File: config.mk
export PLATFORM = sky130hd
export DESIGN_NAME = gate_alu_pipe
export DESIGN_NICKNAME = d
export VERILOG_FILES = /design/src/rtl/gate_alu_pipe.sv
export SDC_FILE = /design/constraint.sdc
export NUM_CORES = 1
export LEC_CHECK = 0
export CORE_ASPECT_RATIO = 1.2
export CORE_MARGIN = 1
export CORE_UTILIZATION = 61
export CTS_CLUSTER_DIAMETER = 120
export DETAILED_ROUTE_END_ITERATION = 8
export GPL_TIMING_DRIVEN = 0
export PLACE_DENSITY = 0.87
export SYNTH_ARGS = -nofsm -noshare
export SYNTH_HDL_FRONTEND = slang
export SYNTH_SLANG_ARGS = --single-unit
File: constraint.sdc
create_clock -name clk -period 17.19 [get_ports clk]
set_input_delay 5.157 -clock clk [delete_from_list [all_inputs] [get_ports clk]]
set_output_delay 5.157 -clock clk [all_outputs]
set_load 0.1 [all_outputs]
File: src/rtl/gate_alu_pipe.sv
// Bitwise gate ALU with a one-deep registered output stage and an accumulate mode
// that folds a group of beats into a single result.
module gate_alu_pipe #(
    parameter int unsigned WIDTH = 8,
    parameter int unsigned CNT_W = 8
) (
    input  logic                         clk,
    input  logic                         rst,
    input  logic                         in_valid,
    output logic                         in_ready,
    input  logic [WIDTH-1:0]             in_a,
    input  logic [WIDTH-1:0]             in_b,
    input  logic [2:0]                   in_op,
    input  logic                         in_acc,
    input  logic                         in_last,
    output logic                         out_valid,
    input  logic                         out_ready,
    output logic [WIDTH-1:0]             out_data,
    output logic [$clog2(WIDTH+1)-1:0]   out_ones,
    output logic                         out_zero,
    output logic [CNT_W-1:0]             out_beats,
    output logic                         err_abort
);
    localparam int unsigned ONES_W = $clog2(WIDTH + 1);

    typedef enum logic [0:0] {StIdle, StAccum} state_e;

    state_e             state_q;
    logic [WIDTH-1:0]   acc_q;
    logic [CNT_W-1:0]   cnt_q;

    logic               accept;
    logic               emit;
    logic [WIDTH-1:0]   emit_data;
    logic [CNT_W-1:0]   emit_beats;
    logic [WIDTH-1:0]   acc_res;
    logic [CNT_W-1:0]   cnt_inc;

    function automatic logic [WIDTH-1:0] gate_op(input logic [WIDTH-1:0] a,
                                                 input logic [WIDTH-1:0] b,
                                                 input logic [2:0] op);
        logic [WIDTH-1:0] r;
        unique case (op)
            3'd0: r = a & b;
            3'd1: r = a | b;
            3'd2: r = a ^ b;
            3'd3: r = ~(a & b);
            3'd4: r = ~(a | b);
            3'd5: r = ~(a ^ b);
            3'd6: r = a;
            3'd7: r = ~a;
        endcase
        return r;
    endfunction

    function automatic logic [ONES_W-1:0] popcount(input logic [WIDTH-1:0] d);
        logic [ONES_W-1:0] n;
        n = '0;
        for (int i = 0; i < int'(WIDTH); i++) begin
            n = n + ONES_W'(d[i]);
        end
        return n;
    endfunction

    assign in_ready = !out_valid || out_ready;
    assign accept   = in_valid && in_ready;
    assign cnt_inc  = (cnt_q == {CNT_W{1'b1}}) ? cnt_q : cnt_q + CNT_W'(1);
    assign acc_res  = gate_op(acc_q, in_a, in_op);

    always_comb begin
        emit       = 1'b0;
        emit_data  = gate_op(in_a, in_b, in_op);
        emit_beats = CNT_W'(1);
        if (accept) begin
            if (!in_acc) begin
                emit = 1'b1;
            end else if (state_q == StIdle) begin
                // A one-beat group is just its operand.
                emit      = in_last;
                emit_data = in_a;
            end else begin
                emit       = in_last;
                emit_data  = acc_res;
                emit_beats = cnt_inc;
            end
        end
    end

    always_ff @(posedge clk) begin
        if (rst) begin
            state_q   <= StIdle;
            acc_q     <= '0;
            cnt_q     <= '0;
            out_valid <= 1'b0;
            out_data  <= '0;
            out_ones  <= '0;
            out_zero  <= 1'b1;
            out_beats <= '0;
            err_abort <= 1'b0;
        end else begin
            if (emit) begin
                out_valid <= 1'b1;
                out_data  <= emit_data;
                out_ones  <= popcount(emit_data);
                out_zero  <= (emit_data == '0);
                out_beats <= emit_beats;
            end else if (out_ready) begin
                out_valid <= 1'b0;
            end

            if (accept) begin
                if (!in_acc) begin
                    // A single beat arriving mid-group abandons the partial result.
                    if (state_q == StAccum) begin
                        err_abort <= 1'b1;
                    end
                    state_q <= StIdle;
                    acc_q   <= '0;
                    cnt_q   <= '0;
                end else if (state_q == StIdle) begin
                    if (!in_last) begin
                        state_q <= StAccum;
                        acc_q   <= in_a;
                        cnt_q   <= CNT_W'(1);
                    end
                end else if (in_last) begin
                    state_q <= StIdle;
                    acc_q   <= '0;
                    cnt_q   <= '0;
                end else begin
                    acc_q <= acc_res;
                    cnt_q <= cnt_inc;
                end
            end
        end
    end
endmodule

# Word level (Yosys, flattened, before mapping)
# Index checks and enable logic that the tools add are counted.
dict set report word_totals {
  ff_bits 40
  inputBits 25
  output_inout_bits 24
  wordCells 72
}
dict set report op_classes {
  add_sub_neg 8
  eq_ne 9
  n_mux 23
  bitwise_logic 15
  n_reduce_logical 8
}
# cell count
set ops {}
lappend ops {{case mux 8 bit (8 select lines)} 2}
lappend ops {{2-to-1 mux 8 bit} 15}
lappend ops {{NOT 8 bit} 8}
lappend ops {{adder 4 x 1 -> 4 bit} 4}
lappend ops {{AND 8 bit} 2}
lappend ops {{OR 8 bit} 2}
lappend ops {{XOR 8 bit} 2}
lappend ops {{equality test 3 bit (second input constant)} 4}
lappend ops {{adder 8 x 1 -> 8 bit (second input constant)} 1}
lappend ops {{equality test 8 bit (second input constant)} 1}
lappend ops {{logical NOT 8 bit} 1}
lappend ops {{equality test 3 x 2 -> 1 bit (second input constant)} 2}
lappend ops {{2-to-1 mux 1 bit} 6}
lappend ops {{adder 3 x 1 -> 4 bit} 1}
lappend ops {{adder 2 x 1 -> 3 bit} 1}
lappend ops {{equality test 3 x 1 -> 1 bit (second input constant)} 1}
lappend ops {{logical NOT 3 bit} 1}
lappend ops {{!= test 3 x 2 -> 1 bit (second input constant)} 1}
lappend ops {{AND reduction 3 bit} 1}
lappend ops {{adder 1 x 1 -> 2 bit} 1}
lappend ops {{AND reduction 2 bit} 1}
lappend ops {{nonzero test 2 bit} 1}
lappend ops {{logical AND 1 bit} 1}
lappend ops {{logical NOT 1 bit} 1}
lappend ops {{2 further kinds} 2}

# Depth between registers and ports, before layout
# Gate-level depths: netlist of the first run.
dict set report depth {
  ltp_word 13
  ltp_mapped 20
}

# Worst setup path after synthesis of the first run
# OpenSTA, ideal clock, no wires.
dict set report synth_path {
  path_type {input -> output}
  start {input out_ready}
  end {output in_ready}
  arrival_time_ns 5.704
  slack_ns 6.329
  path_stages 2
  path_buffers 1
  cell_sequence {nand2b_1 -> buf_2}
}
dict set report synth_via {
  elab_chain_len 1
}
# item line_no
set synth_lines {}
lappend synth_lines {{start, declared} 17} ;# input logic out_ready,
lappend synth_lines {{logical OR 1 bit} 65} ;# assign in_ready = !out_valid || out_ready;
lappend synth_lines {{end, declared} 10} ;# output logic in_ready,
# No other way between the ends.

# Final worst setup path of the first run
# Same ends and word-level chain as after synthesis.

==> qor.csv, run 1 <==
stage;metric;value;unit
outcome;status;complete, no violations;
synth;netlist_top_cells_area;dfxtp_1, ha_1, mux2i_1;
power_and_ir_drop;p_per_area;76.07;mW/mm^2
sta;worst_pin_slew;0.9824;ns
worst_setup_path;critPathLaunchType;input pin;
clock_network;cts_tree;done;
clock_network;post_cts_resized;0;
worst_setup_path;cpPeakStageDelay;1.14;ns
grt;grt_max_degree;14;
sta;slew_viol_final;0;
synth;avgSynthCellArea;8.061;sq um
synth;synthArstFlopShare;0;
sta;finalCritPeriodShare;0.7075;
synth;syn_area;0.003627;sq mm
grt;overflow;0;
clock_network;cts_root_buffer;clkbuf_8;
clock_network;hold_buffers;0;
sta;layout_min_cycle_time;12.16;ns
sta;fmax;82.23;MHz
route;wirelength;10200;um
clock_network;clock-sinks;40;
route;detail_route.wl_per_cell;17.49;um
clock_network;htree_levels;2;
worst_setup_path;end_kind;output pin;
place;dpl.cell_count;575;
place;port_buffers;45;
sta;slew_headroom;0.3430;
run;maxCapViolations;0;
worst_setup_path;arrival;7.00;ns
clock_network;postCtsSetupBuffers;0;
synth;synth_edf_count;0;
grt;track_usage;0.3444;
route;postRouteAntennaNets;0;
final_layout;drive_gt1_frac;0.08748;
worst_setup_path;cpMostUsedCell;clkdlybuf4s50_1;
sta;setup-tns-final;0;ns
clock_network;cts_buffers;5;
sta;rsz0062_at_grt;no;
worst_setup_path;crit_type;in -> out;
worst_setup_path;cpMaxStageDelayCell;clkdlybuf4s50_1;
route;dr.pass1.iters;5;
grt;grt_pass1_vias;3725;
route;drcViolationCount;0;
synth;synth-main-ff-cell;dfxtp_1;
synth;syn_inst;450;
sta;fin_skew;0.008506;ns
worst_setup_path;cp_max_fo;7;
floorplanning;io_pins;49;
synth;synth_fp_nets;516;
final_layout;insertedDiodeCount;0;
synth;synth_top_cell_by_area;dfxtp_1;
synth;synth_most_common_cell;nor2_1;
power_and_ir_drop;p_leak;0.001768;uW
synth;ys_seq_elements;40;
final_layout;fill_cells;440;
sta;hold_violations;0;
final_layout;finish.utilization;0.7518;
final_layout;finalNetCount;568;
place;place_congestion;0.8989;
floorplanning;die_h;86.47;um
synth;ys_warn_count;0;
floorplanning;die_w;72.40;um
final_layout;area_growth;18.25;%
floorplanning;die-area;0.006260;sq mm
worst_setup_path;crit_family;buffers and inverters;
synth;yosysTopAreaCellShare;0.2208;
worst_setup_path;critPathRequiredTime;12.03;ns
sta;setup_viol;0;
floorplanning;initial_core_util;0.6357;
floorplanning;rows;30;
power_and_ir_drop;peakVddDrop;0.05078;mV
route;drtIter0Drc;285;
power_and_ir_drop;p_total;326.3;uW
final_layout;final_cells;583;
grt;antenna_found_initial;0;
route;vias;3723;
worst_setup_path;path_cells;clkdlybuf4s50_1 > nand2b_1 > buf_2 > clkdlybuf4s50_1;
clock_network;clockBufferDepth;2;
synth;synthTopCellsByCount;nor2_1, dfxtp_1, ha_1, inv_1, nand2_1;
synth;synthDistinctLibCells;67;
clock_network;path_clk_slew;0.08;ns
clock_network;insertion_delay;0.30;ns
floorplanning;core;0.005705;sq mm
route;post_drt_via_cell_ratio;6.386;
worst_setup_path;worstPathBufferInverterCount;3;
min_path;hp-class;reg -> reg;
synth;ys_seq_area_frac;0.2208;
place;hpwl;7454;um
grt;grt_pass1_wl;16980;um
routing by layer:
metal / vias up / part of all wire / global-route usage
li1: 1724 / - / -
met1: 1719 / 0.39 / 0.3944
met2: 217 / 0.49 / 0.5820
met3: 63 / 0.069 / 0.05465
met4: 0 / 0.053 / 0.2389
met5: - / 0 / 0
worst paths after layout:
| check | slack [ns] | cells after the start | start | endpoint |
|---|---|---|---|---|
| setup / recovery | 5.03 | 4 | out_ready | in_ready |
| hold / removal | 0.46 | 2 | out_ones[3]$_SDFFE_PP0P_ | out_ones[3]$_SDFFE_PP0P_ |
| setup reg to reg | 12.52 | 17 | acc_q[0]$_SDFFE_PP0P_ | out_ones[1]$_SDFFE_PP0P_ |
| hold reg to reg | 0.46 | 2 | out_ones[3]$_SDFFE_PP0P_ | out_ones[3]$_SDFFE_PP0P_ |
kinds of logic (layout without fill, tap and decap cells):
logic type	after synthesis	after routing	synth area share
simple gates	139	139	0.1901
compound gates	124	124	0.2318
buf+inv	67	120	0.07968
fa+ha+maj	41	41	0.1497
flops	40	40	0.2208
mux	33	33	0.1135
xor+xnor	6	6	0.01449
state kept, by name (all words and copies together), names as in the netlist:
name,count
acc_q,8
err_abort,1
out_data,8
cnt_q,8
state_q,1
out_valid,1
out_zero,1
out_ones,4
out_beats,8
power by group:
| group | internal, uW | leakage [uW] | total, uW | switching [uW] |
|---|---|---|---|---|
| Combinational | 52.1 | 0.00139 | 147 | 94.5 |
| Sequential | 98.2 | 0.000326 | 102 | 3.70 |
| Clock | 43.0 | 0.0000541 | 77.8 | 34.8 |
worst reg2reg max path: stages (launching register included):
cell       delay [ns]
dfxtp_1          0.42
inv_1            0.07
ha_1             0.29
mux2_1           0.30
o211ai_1         0.17
a2bb2oi_1        0.11
o31ai_1          0.28
a21oi_1          0.21
fa_1             0.58
inv_1            0.05
fa_1             0.50
inv_1            0.06
fa_1             0.51
inv_1            0.04
ha_1             0.21
inv_1            0.07
fa_1             0.42
a211oi_1         0.27
area by class of cell:
type | count | area (sq um) | area share
multi-input cells | 343 | 2537 | 0.5916
flip-flops and latches | 40 | 800.8 | 0.1867
clock inverters | 3 | 42.54 | 0.009918
plain buffers | 29 | 146.4 | 0.03413
inverters | 38 | 142.6 | 0.03326
clock buffers | 5 | 68.82 | 0.01604
repair buffers | 45 | 450.4 | 0.1050
well taps | 80 | 100.1 | 0.02334
metrics by stage:
step	cell area [sq um]	setup slack [ns]	hold slack, ns
final	4289	5.029	0.4574
after global routing	4289	4.984	0.4755
after CTS	4289	5.028	0.4595
after detailed placement	4178	5.037	0.4455
after global placement	4178	5.046	0.4334
after floorplan	3627	6.329	0.4781
cells in the final DEF, fill, tap and decap left out, drive strengths merged, types with 3 or more instances in the layout:
master,netlist,final
a211oi,8,8
a21o,3,3
a21oi,26,26
a22oi,14,14
a2bb2oi,3,3
a31oi,8,8
and2,3,3
buf,15,15
clkbuf,14,19
clkdlybuf4s50,0,45
dfxtp,40,40
fa,4,4
ha,37,37
inv,38,38
mux2,12,12
mux2i,16,16
mux4,5,5
nand2,36,36
nand2b,18,18
nand3,10,10
nand3b,4,4
nand4,3,3
nor2,42,42
nor3,5,5
o211ai,4,4
o21ai,23,23
o221ai,4,4
o22ai,8,8
o31ai,5,5
or2,3,3
xnor2,5,5
Note: power is estimated with default switching activity, not from simulation.
==> run 2: changes to the inputs <==
CORE_UTILIZATION = 51   (was 61)
PLACE_DENSITY = 0.78   (was 0.87)
clock period = 10.7 ns   (was 17.19 ns; I/O delays follow)
==> run 2 against run 1 <==
Global-route usage is 7.6 points lower. Worst setup slack worse by 2.6 ns. Largest power group unchanged. Total power is 50% higher. Routed wire length is 5.8% lower. Final area is 0.58% lower. Largest cell class unchanged. Non-clock buffer count stayed put. Register-to-register slack worse by 6.5 ns. Core utilization is 13 points lower. Clock skew is 0.0060 ns lower.
==> qor.csv, run 2 (synthesized netlist as in run 1, its figures left out) <==
stage;metric;value;unit;change
worst_setup_path;worstPathBufferInverterCount;3;;unchanged
outcome;status;complete, no violations;;
worst_setup_path;cpMaxStageDelayCell;clkdlybuf4s50_1;;
clock_network;cts_buffers;5;;unchanged
route;post_drt_via_cell_ratio;5.935;;-7.1%
clock_network;cts_root_buffer;clkbuf_8;;
clock_network;insertion_delay;0.29;ns;about the same
worst_setup_path;crit_family;buffers and inverters;;
route;wirelength;9610;um;-5.8%
worst_setup_path;critPathRequiredTime;7.49;ns;-4.54 ns
sta;fmax;120.9;MHz;
sta;worst_pin_slew;0.9644;ns;-0.01800 ns
route;detail_route.wl_per_cell;16.32;um;-6.7%
floorplanning;core;0.006854;sq mm;+20%
final_layout;final_cells;589;;+1.0%
final_layout;finalNetCount;568;;unchanged
final_layout;insertedDiodeCount;0;;unchanged
worst_setup_path;cp_max_fo;7;;unchanged
final_layout;area_growth;17.56;%;
place;place_congestion;0.9506;;+5.8%
floorplanning;rows;33;;+10%
place;hpwl;7309;um;-1.9%
sta;hold_violations;0;;unchanged
final_layout;fill_cells;639;;+45%
route;vias;3496;;-6.1%
sta;setup-tns-final;0;ns;unchanged
clock_network;path_clk_slew;0.07;ns;about the same
clock_network;post_cts_resized;0;;unchanged
grt;grt_pass1_vias;3292;;-12%
grt;grt_pass1_wl;15790;um;-7.0%
place;port_buffers;45;;unchanged
place;dpl.cell_count;582;;+1.2%
worst_setup_path;path_cells;clkdlybuf4s50_1 > nand2b_1 > buf_2 > clkdlybuf4s50_1;;
worst_setup_path;cpMostUsedCell;clkdlybuf4s50_1;;
power_and_ir_drop;p_total;490.6;uW;+50%
clock_network;cts_tree;done;;
route;drtIter0Drc;213;;-25%
sta;fin_hold_ws;0.4549;ns;-0.002488 ns
route;drcViolationCount;0;;unchanged
worst_setup_path;arrival;5.06;ns;-1.94 ns
run;maxCapViolations;0;;unchanged
power_and_ir_drop;p_leak;0.001755;uW;-0.74%
worst_setup_path;cpPeakStageDelay;1.14;ns;about the same
final_layout;drive_gt1_frac;0.08367;;-0.003810
sta;setup_viol;0;;unchanged
clock_network;clockBufferDepth;2;;unchanged
sta;slew_viol_final;0;;unchanged
route;postRouteAntennaNets;0;;unchanged
floorplanning;initial_core_util;0.5292;;-0.1065
clock_network;postCtsSetupBuffers;0;;unchanged
power_and_ir_drop;p_per_area;115.1;mW/mm^2;+51%
clock_network;clock-sinks;40;;unchanged
min_path;hp-class;reg -> reg;;
final_layout;finish.utilization;0.6221;;-0.1296
grt;track_usage;0.2686;;-0.07583
sta;fin_skew;0.002463;ns;-0.006043 ns
sta;slew_headroom;0.3550;;+0.01204
floorplanning;io_pins;49;;unchanged
grt;grt_max_degree;12;;-2
worst_setup_path;crit_type;in -> out;;
final_layout;layout_commonest_cell;clkdlybuf4s50_1;;
final_layout;final_cell_mix;clkdlybuf4s50_1, nor2_1, dfxtp_1;;
grt;overflow;0;;unchanged
clock_network;htree_levels;2;;unchanged
route;dr.pass1.iters;4;;-1
sta;layout_min_cycle_time;8.274;ns;
clock_network;hold_buffers;0;;unchanged
floorplanning;die_h;94.39;um;+9.2%
floorplanning;die_w;78.99;um;+9.1%
grt;antenna_found_initial;0;;unchanged
sta;rsz0062_at_grt;no;;
worst_setup_path;critPathLaunchType;input pin;;
worst_setup_path;end_kind;output pin;;
floorplanning;die-area;0.007455;sq mm;+19%
sta;finalCritPeriodShare;0.7733;;
power_and_ir_drop;peakVddDrop;0.1221;mV;+140%
-- run 2: changes by cell type in the layout (fill, tap and decap cells not counted), sizes merged --
cell | before | now
clkbuf | 19 | 20
clkinvlp | 1 | 0
bufinv | 1 | 0
-- run 2: final timing paths --
check / start / end / slack, ns / depth (start not counted)
worst min register to register: out_ones[3]$_SDFFE_PP0P_ / out_ones[3]$_SDFFE_PP0P_ / 0.45 / 2
worst max-delay path: out_ready / in_ready / 2.43 / 4
worst min-delay path: out_ones[3]$_SDFFE_PP0P_ / out_ones[3]$_SDFFE_PP0P_ / 0.45 / 2
worst max register to register: acc_q[0]$_SDFFE_PP0P_ / out_ones[2]$_SDFFE_PP0P_ / 5.99 / 19
-- run 2: cell type report --
cell class	count	area [sq um]	share of cell area
clock buffer	6	72.57	0.01702
sequential	40	800.8	0.1878
tap	87	108.9	0.02553
inverter	38	142.6	0.03345
multi-input combinational	343	2537	0.5951
timing repair buffer	45	450.4	0.1056
clock inverter	1	5.005	0.001174
buffer	29	146.4	0.03433
-- run 2: power breakdown --
part | internal (uW) | switching, uW
clock | 44.3 | 50.6
sequential | 158 | 6.07
combinational | 83.4 | 149
total | 285 | 205
-- run 2: layer usage --
layer	GRT usage	vias up	share of wire	wire length, um
met5	0	-	0	0
met4	0.1212	0	0.028	270
met3	0.02609	20	0.048	457
met2	0.4641	123	0.48	4590
met1	0.3359	1633	0.45	4291
li1	-	1720	-	-
-- run 2: worst reg2reg max path, cell delays in order, from the launching register on --
cell and delay, ns:
dfxtp_1 0.45, inv_1 0.07, ha_1 0.29, mux2_1 0.29
o211ai_1 0.17, a2bb2oi_1 0.09, o31ai_1 0.34, a21oi_1 0.23
fa_1 0.59, inv_1 0.05, fa_1 0.50, inv_1 0.06
fa_1 0.47, inv_1 0.08, ha_1 0.17, inv_1 0.06
fa_1 0.38, xnor2_1 0.14, nand2_1 0.07, a21oi_1 0.15
-- run 2: through the flow --
stage               setup WS [ns]  area (sq um)
finish                      2.426          4264
detailed placement          2.427          4187
floorplan                   3.602          3627
global route                2.374          4264
CTS                         2.421          4264
global placement            2.447          4187
==> run 3: changes to the inputs <==
clock period = 6.9 ns   (was 10.7 ns; I/O delays follow)
==> results of run 3 <==
Same layout as run 2 (identical final DEF). Status: complete, no violations.
Main changes from that run: setup slack after placement 2.427 ns -> 0.007113 ns; setup slack after layout 2.426 ns -> 0.2219 ns; start point of the critical path out_ready -> in_a[0]; end point of the critical path in_ready -> out_ones[2]$_SDFFE_PP0P_; register-to-register setup slack 5.99 ns -> 2.19 ns; total power 490.6 uW -> 760.8 uW; worst IR drop on VDD 0.1221 mV -> 0.1894 mV
